### config.mk
export PLATFORM = sky130hd
export DESIGN_NAME = pipe_ctrl_flat
export DESIGN_NICKNAME = d
export VERILOG_FILES = /design/src/rtl/pipe_ctrl_pkg.sv /design/src/rtl/pipe_ctrl_if.sv /design/src/rtl/pipe_hazard_cmp.sv /design/src/rtl/pipe_ctrl.sv /design/src/flat_wrapper.sv
export SDC_FILE = /design/constraint.sdc
export NUM_CORES = 1
export LEC_CHECK = 0
export BUFFER_PORTS_ARGS = -buffer_cell sky130_fd_sc_hd__buf_2
export CORE_MARGIN = 2
export CORE_UTILIZATION = 35
export DETAILED_ROUTE_END_ITERATION = 6
export HOLD_SLACK_MARGIN = 0.03
export PLACE_DENSITY = 0.61
export SETUP_SLACK_MARGIN = 0.2
export SYNTH_ARGS = -nofsm -noshare
export SYNTH_HDL_FRONTEND = slang
export SYNTH_SLANG_ARGS = --single-unit
export TNS_END_PERCENT = 20
### constraint.sdc
create_clock -name clk -period 3.2 [get_ports clk]
set_input_delay 0.16 -clock clk [delete_from_list [all_inputs] [get_ports clk]]
set_output_delay 0.16 -clock clk [all_outputs]
set_load 0.01 [all_outputs]
### src/rtl/pipe_ctrl_pkg.sv
// lc3b pipeline control types: forwarding selects,
// controller FSM states and the per-stage record.
package lc3b_types;

  localparam int LC3B_REG_W = 3;

  typedef enum logic [1:0] {
    FWD_RF  = 2'd0,
    FWD_MEM = 2'd1,
    FWD_WB  = 2'd2
  } fwd_sel_t;

  typedef enum logic {
    RUN     = 1'b0,
    DISCARD = 1'b1
  } pipe_state_t;

  typedef struct packed {
    logic                  v;
    logic [LC3B_REG_W-1:0] dest;
    logic                  ld_reg;
    logic                  is_load;
  } stage_rec_t;

endpackage

### src/rtl/pipe_ctrl_if.sv
// Datapath <-> pipeline controller bundle.
// master: datapath (drives ID info, stalls, redirect);
// slave: controller (drives enables, valids, fwd selects, counters).
interface pipe_ctrl_if #(
  parameter int REG_W = 3,
  parameter int NSRC  = 2,
  parameter int CNT_W = 32
);
  logic [NSRC*REG_W-1:0] id_src;
  logic [NSRC-1:0]       id_src_used;
  logic [REG_W-1:0]      id_dest;
  logic                  id_ld_reg;
  logic                  id_is_load;
  logic                  i_stall;
  logic                  d_stall;
  logic                  redirect;

  logic                  load_if;
  logic                  load_id_ex;
  logic                  load_ex_mem;
  logic                  load_mem_wb;
  logic                  valid_ex;
  logic                  valid_mem;
  logic                  valid_wb;
  logic [2*NSRC-1:0]     fwd_sel_ex;
  logic                  stall_load;
  logic [CNT_W-1:0]      cnt_load_stall;
  logic [CNT_W-1:0]      cnt_flush;
  logic [CNT_W-1:0]      cnt_istall;

  modport master (
    output id_src, id_src_used, id_dest,
    output id_ld_reg, id_is_load,
    output i_stall, d_stall, redirect,
    input  load_if, load_id_ex,
    input  load_ex_mem, load_mem_wb,
    input  valid_ex, valid_mem, valid_wb,
    input  fwd_sel_ex, stall_load,
    input  cnt_load_stall, cnt_flush, cnt_istall
  );

  modport slave (
    input  id_src, id_src_used, id_dest,
    input  id_ld_reg, id_is_load,
    input  i_stall, d_stall, redirect,
    output load_if, load_id_ex,
    output load_ex_mem, load_mem_wb,
    output valid_ex, valid_mem, valid_wb,
    output fwd_sel_ex, stall_load,
    output cnt_load_stall, cnt_flush, cnt_istall
  );
endinterface

### src/rtl/pipe_hazard_cmp.sv
// Per-source compare of the ID operand against EX/MEM records.
// Ports: src/used in; ex/mem records in; m_ex_ld, m_mem_ld, fwd_sel out.
module pipe_hazard_cmp
  import lc3b_types::*;
#(
  parameter int REG_W = LC3B_REG_W
) (
  input  logic [REG_W-1:0] src,
  input  logic             used,
  input  stage_rec_t       ex,
  input  stage_rec_t       mem,
  output logic             m_ex_ld,
  output logic             m_mem_ld,
  output fwd_sel_t         fwd_sel
);

  logic hit_ex;
  logic hit_mem;

  always_comb begin
    hit_ex   = used && ex.v && ex.ld_reg &&
               (src == ex.dest);
    hit_mem  = used && mem.v && mem.ld_reg &&
               (src == mem.dest);
    m_ex_ld  = hit_ex && ex.is_load;
    m_mem_ld = hit_mem && mem.is_load;
    // A load in EX has no result yet; fall to MEM.
    fwd_sel  = FWD_RF;
    if (hit_ex && !ex.is_load) begin
      fwd_sel = FWD_MEM;
    end else if (hit_mem) begin
      fwd_sel = FWD_WB;
    end
  end

endmodule

### src/rtl/pipe_ctrl.sv
// Central 5-stage pipeline controller: valids, stage enables,
// EX forwarding selects, load-use bubbles, stalls, flush, counters.
// Ports: clk, reset (sync, active-high), bus (pipe_ctrl_if.slave).
module pipe_ctrl
  import lc3b_types::*;
#(
  parameter int REG_W    = 3,
  parameter int NSRC     = 2,
  parameter int CNT_W    = 32,
  parameter int LOAD_FWD = 1
) (
  input logic        clk,
  input logic        reset,
  pipe_ctrl_if.slave bus
);

  stage_rec_t        id_rec;
  stage_rec_t        ex_q, ex_d;
  stage_rec_t        mem_q, mem_d;
  logic              v_id_q, v_id_d;
  logic              v_wb_q, v_wb_d;
  pipe_state_t       state_q, state_d;
  logic [2*NSRC-1:0] fwd_q, fwd_d, fwd_calc;
  logic [NSRC-1:0]   m_ex_ld, m_mem_ld;
  logic [CNT_W-1:0]  cnt_ls_q, cnt_ls_d;
  logic [CNT_W-1:0]  cnt_fl_q, cnt_fl_d;
  logic [CNT_W-1:0]  cnt_is_q, cnt_is_d;
  logic              redir, haz;
  logic              ld_if, ld_idex;
  logic              ld_exmem, ld_memwb;
  logic              stall_ld;

  for (genvar k = 0; k < NSRC; k++) begin : g_cmp
    fwd_sel_t sel;
    pipe_hazard_cmp #(.REG_W(REG_W)) u_cmp (
      .src     (bus.id_src[k*REG_W +: REG_W]),
      .used    (bus.id_src_used[k]),
      .ex      (ex_q),
      .mem     (mem_q),
      .m_ex_ld (m_ex_ld[k]),
      .m_mem_ld(m_mem_ld[k]),
      .fwd_sel (sel)
    );
    assign fwd_calc[2*k +: 2] = sel;
  end

  always_comb begin
    id_rec   = '{v: v_id_q, dest: bus.id_dest,
                 ld_reg: bus.id_ld_reg,
                 is_load: bus.id_is_load};
    redir    = bus.redirect && v_wb_q;
    haz      = v_id_q && ((|m_ex_ld) ||
               ((LOAD_FWD == 0) && (|m_mem_ld)));

    v_id_d   = v_id_q;
    ex_d     = ex_q;
    mem_d    = mem_q;
    v_wb_d   = v_wb_q;
    state_d  = state_q;
    fwd_d    = fwd_q;
    cnt_ls_d = cnt_ls_q;
    cnt_fl_d = cnt_fl_q;
    cnt_is_d = cnt_is_q;
    ld_if    = 1'b0;
    ld_idex  = 1'b0;
    ld_exmem = 1'b0;
    ld_memwb = 1'b0;
    stall_ld = 1'b0;

    if (reset || bus.d_stall) begin
      // everything frozen
    end else if (redir) begin
      ld_if    = 1'b1;
      ld_idex  = 1'b1;
      ld_exmem = 1'b1;
      ld_memwb = 1'b1;
      v_id_d   = 1'b0;
      ex_d     = id_rec;
      ex_d.v   = 1'b0;
      mem_d    = ex_q;
      mem_d.v  = 1'b0;
      v_wb_d   = 1'b0;
      fwd_d    = '0;
      cnt_fl_d = cnt_fl_q + CNT_W'(1);
      // An in-flight fetch will return wrong-path data.
      state_d  = bus.i_stall ? DISCARD : RUN;
    end else if (haz) begin
      ld_idex  = 1'b1;
      ld_exmem = 1'b1;
      ld_memwb = 1'b1;
      ex_d     = '0;
      mem_d    = ex_q;
      v_wb_d   = mem_q.v;
      fwd_d    = '0;
      stall_ld = 1'b1;
      cnt_ls_d = cnt_ls_q + CNT_W'(1);
    end else if (bus.i_stall) begin
      ld_idex  = 1'b1;
      ld_exmem = 1'b1;
      ld_memwb = 1'b1;
      ex_d     = id_rec;
      mem_d    = ex_q;
      v_wb_d   = mem_q.v;
      fwd_d    = fwd_calc;
      v_id_d   = 1'b0;
      cnt_is_d = cnt_is_q + CNT_W'(1);
    end else begin
      ld_if    = 1'b1;
      ld_idex  = 1'b1;
      ld_exmem = 1'b1;
      ld_memwb = 1'b1;
      ex_d     = id_rec;
      mem_d    = ex_q;
      v_wb_d   = mem_q.v;
      fwd_d    = fwd_calc;
      v_id_d   = (state_q == RUN);
      state_d  = RUN;
    end
  end

  always_ff @(posedge clk) begin
    if (reset) begin
      v_id_q   <= 1'b0;
      ex_q     <= '0;
      mem_q    <= '0;
      v_wb_q   <= 1'b0;
      state_q  <= RUN;
      fwd_q    <= '0;
      cnt_ls_q <= '0;
      cnt_fl_q <= '0;
      cnt_is_q <= '0;
    end else begin
      v_id_q   <= v_id_d;
      ex_q     <= ex_d;
      mem_q    <= mem_d;
      v_wb_q   <= v_wb_d;
      state_q  <= state_d;
      fwd_q    <= fwd_d;
      cnt_ls_q <= cnt_ls_d;
      cnt_fl_q <= cnt_fl_d;
      cnt_is_q <= cnt_is_d;
    end
  end

  assign bus.load_if        = ld_if;
  assign bus.load_id_ex     = ld_idex;
  assign bus.load_ex_mem    = ld_exmem;
  assign bus.load_mem_wb    = ld_memwb;
  assign bus.valid_ex       = ex_q.v;
  assign bus.valid_mem      = mem_q.v;
  assign bus.valid_wb       = v_wb_q;
  assign bus.fwd_sel_ex     = fwd_q;
  assign bus.stall_load     = stall_ld;
  assign bus.cnt_load_stall = cnt_ls_q;
  assign bus.cnt_flush      = cnt_fl_q;
  assign bus.cnt_istall     = cnt_is_q;

endmodule

### src/flat_wrapper.sv
// flat-port wrapper written by rule: the top's interface ports become plain ports
module pipe_ctrl_flat import lc3b_types::*;
#(
  parameter int REG_W    = 3,
  parameter int NSRC     = 2,
  parameter int CNT_W    = 32,
  parameter int LOAD_FWD = 1
)
  (clk, reset, bus_id_src, bus_id_src_used, bus_id_dest, bus_id_ld_reg, bus_id_is_load, bus_i_stall, bus_d_stall, bus_redirect, bus_load_if, bus_load_id_ex, bus_load_ex_mem, bus_load_mem_wb, bus_valid_ex, bus_valid_mem, bus_valid_wb, bus_fwd_sel_ex, bus_stall_load, bus_cnt_load_stall, bus_cnt_flush, bus_cnt_istall);
  pipe_ctrl_if #(.REG_W(REG_W), .NSRC(NSRC), .CNT_W(CNT_W)) bus_i ();
  input logic clk;
  input logic reset;
  input wire logic [$bits(bus_i.id_src)-1:0] bus_id_src;
  input wire logic [$bits(bus_i.id_src_used)-1:0] bus_id_src_used;
  input wire logic [$bits(bus_i.id_dest)-1:0] bus_id_dest;
  input wire logic [$bits(bus_i.id_ld_reg)-1:0] bus_id_ld_reg;
  input wire logic [$bits(bus_i.id_is_load)-1:0] bus_id_is_load;
  input wire logic [$bits(bus_i.i_stall)-1:0] bus_i_stall;
  input wire logic [$bits(bus_i.d_stall)-1:0] bus_d_stall;
  input wire logic [$bits(bus_i.redirect)-1:0] bus_redirect;
  output wire logic [$bits(bus_i.load_if)-1:0] bus_load_if;
  output wire logic [$bits(bus_i.load_id_ex)-1:0] bus_load_id_ex;
  output wire logic [$bits(bus_i.load_ex_mem)-1:0] bus_load_ex_mem;
  output wire logic [$bits(bus_i.load_mem_wb)-1:0] bus_load_mem_wb;
  output wire logic [$bits(bus_i.valid_ex)-1:0] bus_valid_ex;
  output wire logic [$bits(bus_i.valid_mem)-1:0] bus_valid_mem;
  output wire logic [$bits(bus_i.valid_wb)-1:0] bus_valid_wb;
  output wire logic [$bits(bus_i.fwd_sel_ex)-1:0] bus_fwd_sel_ex;
  output wire logic [$bits(bus_i.stall_load)-1:0] bus_stall_load;
  output wire logic [$bits(bus_i.cnt_load_stall)-1:0] bus_cnt_load_stall;
  output wire logic [$bits(bus_i.cnt_flush)-1:0] bus_cnt_flush;
  output wire logic [$bits(bus_i.cnt_istall)-1:0] bus_cnt_istall;
  assign bus_i.id_src = bus_id_src;
  assign bus_i.id_src_used = bus_id_src_used;
  assign bus_i.id_dest = bus_id_dest;
  assign bus_i.id_ld_reg = bus_id_ld_reg;
  assign bus_i.id_is_load = bus_id_is_load;
  assign bus_i.i_stall = bus_i_stall;
  assign bus_i.d_stall = bus_d_stall;
  assign bus_i.redirect = bus_redirect;
  assign bus_load_if = bus_i.load_if;
  assign bus_load_id_ex = bus_i.load_id_ex;
  assign bus_load_ex_mem = bus_i.load_ex_mem;
  assign bus_load_mem_wb = bus_i.load_mem_wb;
  assign bus_valid_ex = bus_i.valid_ex;
  assign bus_valid_mem = bus_i.valid_mem;
  assign bus_valid_wb = bus_i.valid_wb;
  assign bus_fwd_sel_ex = bus_i.fwd_sel_ex;
  assign bus_stall_load = bus_i.stall_load;
  assign bus_cnt_load_stall = bus_i.cnt_load_stall;
  assign bus_cnt_flush = bus_i.cnt_flush;
  assign bus_cnt_istall = bus_i.cnt_istall;
  pipe_ctrl #(.REG_W(REG_W), .NSRC(NSRC), .CNT_W(CNT_W), .LOAD_FWD(LOAD_FWD)) u_core (.clk(clk), .reset(reset), .bus(bus_i));
endmodule
==> impl_metrics.yaml <==
yosys:
  ys_ff_latch: 114
  syn_avg_cell_area_um2: 8.382
  ys_top_cells_by_area: "dfxtp_1 (42%), a21oi_1 (5.8%), xnor2_1 (4.3%), or4_1 (4.0%), o31ai_1 (3.8%)"
  yosys-top-cells-count: "dfxtp_1 (114), a21oi_1 (63), nor2_1 (49), nand2_1 (44), nand3_1 (34)"
  netlist_instances: 654
  synth_fp_nets: 675
  synth_async_sr_flop_share_pct: 0
  netlist_area_um2: 5482
  yosys.area.top_type: "dfxtp_1"
  yosysWarnings: 0
  synthFlopType: "dfxtp_1"
  synth-edff-count: 0
  yosysSeqAreaShare_pct: 41.63
  synth_cell_type_count: 48
  synth_top_area_share_pct: 41.63
  synth_most_common_cell: "dfxtp_1"
routing:
  drt-wirelength-per-cell_um: 14.21
  finalWirelength_mm: 14.17
  wl_met2_mm: 6.286
  vias: 5248
  wl_met3_um: 802
  drtIter0Drc: 294
  antenna_left: 0
  viasPerCell: 5.264
  met1_length_mm: 6.879
  drc_errors: 0
  topRoutingLayerUsed: "met4"
  first_pass_iters: 6
worst_setup_path:
  rr_endpoint: "u_core.bus.cnt_istall[30]$_SDFFE_PP0P_"
  critical-path-max-stage-delay_ns: 0.61
  cp.arrival_ns: 2.42
  crit_path_start_kind: "register"
  crit_type: "register to output port"
  r2r-start: "u_core.bus.valid_wb$_SDFFE_PP0P_"
  r2r_slack_ns: 0.66
  critical_path.cell_chain: "xor2_1 -> or4_4 -> a21oi_4 -> o21ai_1 -> and2_1 -> buf_2"
  crit_path_top_delay_cell: "or4_4"
  crit_path_end_kind: "output port"
  worstPathRequired_ns: 3.04
  critPathMaxFanout: 16
  r2r_cells: 4
cts:
  htree_levels: 4
  cts.path.max_buffers: 2
  cts_tree: "built"
  cts_sinks: 114
  cts_hold_buf: 5
  cts_buffers: 17
  clk_pin_slew_ns: 0.05
  post_cts_buffers: 0
  cts.repair.resized: 0
  root_buffer: "clkbuf_16"
  clock_latency_ns: 0.41
min_path:
  whs_endpoint: "u_core.bus.fwd_sel_ex[1]$_SDFFE_PP0P_"
  hold_depth: 3
  hp-class: "input pin to register"
  hp-start: "bus_id_src_used[0]"
placed_design:
  place_congestion: 0.8156
  hpwl_mm: 9.596
  place_inst: 962
  post-place-ws_ns: 0.6491
  portBuffers: 125
sta:
  maxSlewHeadroom_pct: 46.89
  setup_ws_ns: 0.6215
  hold_violations: 0
  slew_violations: 0
  tns_ns: 0
  grt_setup_unrepaired: "false"
  fin_skew_ns: 0.008727
  setup_viol: 0
  max_freq_mhz: 387.8
  fin_crit_sh_pct: 80.58
  tightest_slew_ns: 0.7967
  finalCriticalPeriod_ns: 2.578
finish:
  stdcell_count: 997
  antenna_cells: 0
  drive_gt1_share_pct: 21.63
  fillCellCount: 1520
  fin_nets: 796
  utilization_pct: 45.18
  area_growth_pct: 25.77
global_route:
  grt_max_degree: 55
  antenna_found_initial: 0
  overflow: 0
  grt_pass1_vias: 4490
  grt_pass1_wl_mm: 22.89
  grt_usage_pct: 17.17
die:
  io_pins: 126
  die_h_um: 129.1
  die_w_um: 129.1
  start_util_pct: 35.92
  die_area_um2: 16680
  rows: 45
  core_area_um2: 15260
run_status:
  run_status: "finished clean"
power:
  vdd_drop_max_mv: 0.3374
  p_per_area_nw_per_um2: 480.2
  total_leakage_power_nw: 2.514
flow_run:
  cap_violations: 0
[worst max path at each step]
stage                                          start                                endpoint  slack [ns]  depth (start not counted)
finish                   u_core.ex_q[4]$_SDFFE_PP0P_                             bus_load_if        0.62                          6
global route        u_core.bus.valid_wb$_SDFFE_PP0P_  u_core.bus.cnt_istall[24]$_SDFFE_PP0P_        0.47                          4
CTS                      u_core.ex_q[4]$_SDFFE_PP0P_                             bus_load_if        0.58                          6
detailed placement  u_core.bus.valid_wb$_SDFFE_PP0P_  u_core.bus.cnt_istall[26]$_SDFFE_PP0P_        0.65                          4
global placement    u_core.bus.valid_wb$_SDFFE_PP0P_   u_core.bus.cnt_istall[8]$_SDFFE_PP0P_        0.69                          4
floorplan                u_core.ex_q[4]$_SDFFE_PP0P_                             bus_load_if        1.08                          7
[area by class of cell]
type | instances | area [um2] | share of cell area, %
clock inverter | 7 | 85.08 | 1.234
multi-input combinational | 481 | 2953 | 42.83
inverter | 19 | 71.32 | 1.034
clock buffer | 23 | 457.9 | 6.642
timing repair buffer | 142 | 780.7 | 11.32
tap | 211 | 264.0 | 3.829
sequential | 114 | 2282 | 33.10
[power breakdown]
part	switching [W]	internal [W]	total, W
Sequential	0.0000108	0.00143	0.00144
Clock	0.000622	0.00115	0.00177
Combinational	0.0000640	0.0000360	0.0000999
[per-stage QoR]
stage          power, W  hold WS [ns]  cell area (um2)
5_1_grt        0.003427       0.05444             6894
2_1_floorplan  0.001527        0.2857             5482
3_3_place_gp   0.001565        0.3760             6301
3_5_place_dp   0.001564        0.3836             6301
6_report       0.003311       0.04931             6894
4_1_cts        0.003355       0.03124             6894
[kinds of logic after synthesis]
logic type / after synthesis / synth area share [%]
adders and majority gates: 3 / 0.6848
and+or+nand+nor: 271 / 27.14
AOI/OAI and AO/OA: 160 / 18.26
DFF: 114 / 41.63
buffers and inverters: 59 / 4.634
xor gates and xnor gates: 41 / 6.551
muxes: 6 / 1.096
[placed cells by master (no fill, tap or decap), drive strengths merged, types with 2 or more instances in the layout]
| cell type | instances |
|---|---|
| a211oi | 3 |
| dlygate4sd3 | 5 |
| a22oi | 3 |
| or3 | 28 |
| mux2i | 6 |
| and4 | 10 |
| and3 | 5 |
| clkinv | 5 |
| o2111ai | 6 |
| nand3b | 2 |
| o21ai | 34 |
| xor2 | 14 |
| a21oi | 64 |
| nand4 | 21 |
| or4 | 31 |
| a22o | 5 |
| buf | 137 |
| nand4b | 3 |
| o31ai | 28 |
| bufinv | 2 |
| nor2 | 49 |
| xnor2 | 27 |
| dfxtp | 114 |
| o311ai | 3 |
| o41ai | 6 |
| ha | 3 |
| clkbuf | 23 |
| nor4 | 12 |
| nor3 | 21 |
| nand2 | 44 |
| inv | 19 |
| and2 | 9 |
| nand3 | 34 |
| o21a | 2 |
[registers in the layout (all words and copies together) (netlist names), 4 cells and up]
name	count
u_core.bus.cnt_load_stall	32
u_core.bus.cnt_flush	32
u_core.bus.cnt_istall	32
u_core.bus.fwd_sel_ex	4
u_core.mem_q	4
u_core.ex_q	5
[critical path: cells and delay by family (launching register included)]
kind	cells	cell delay, ns
and+or+nand+nor	2	0.78
AOI/OAI and AO/OA	2	0.55
xor gates and xnor gates	1	0.20
buffers and inverters	1	0.13
DFF	1	0.34
[layer usage]
metal  GRT usage (%)  vias to the layer above
li1                -                     2689
met5               0                        -
met3           4.748                       15
met4           6.202                        0
met1           23.35                     2409
met2           26.10                      135
No activity file was read; power rests on OpenSTA's default activity.
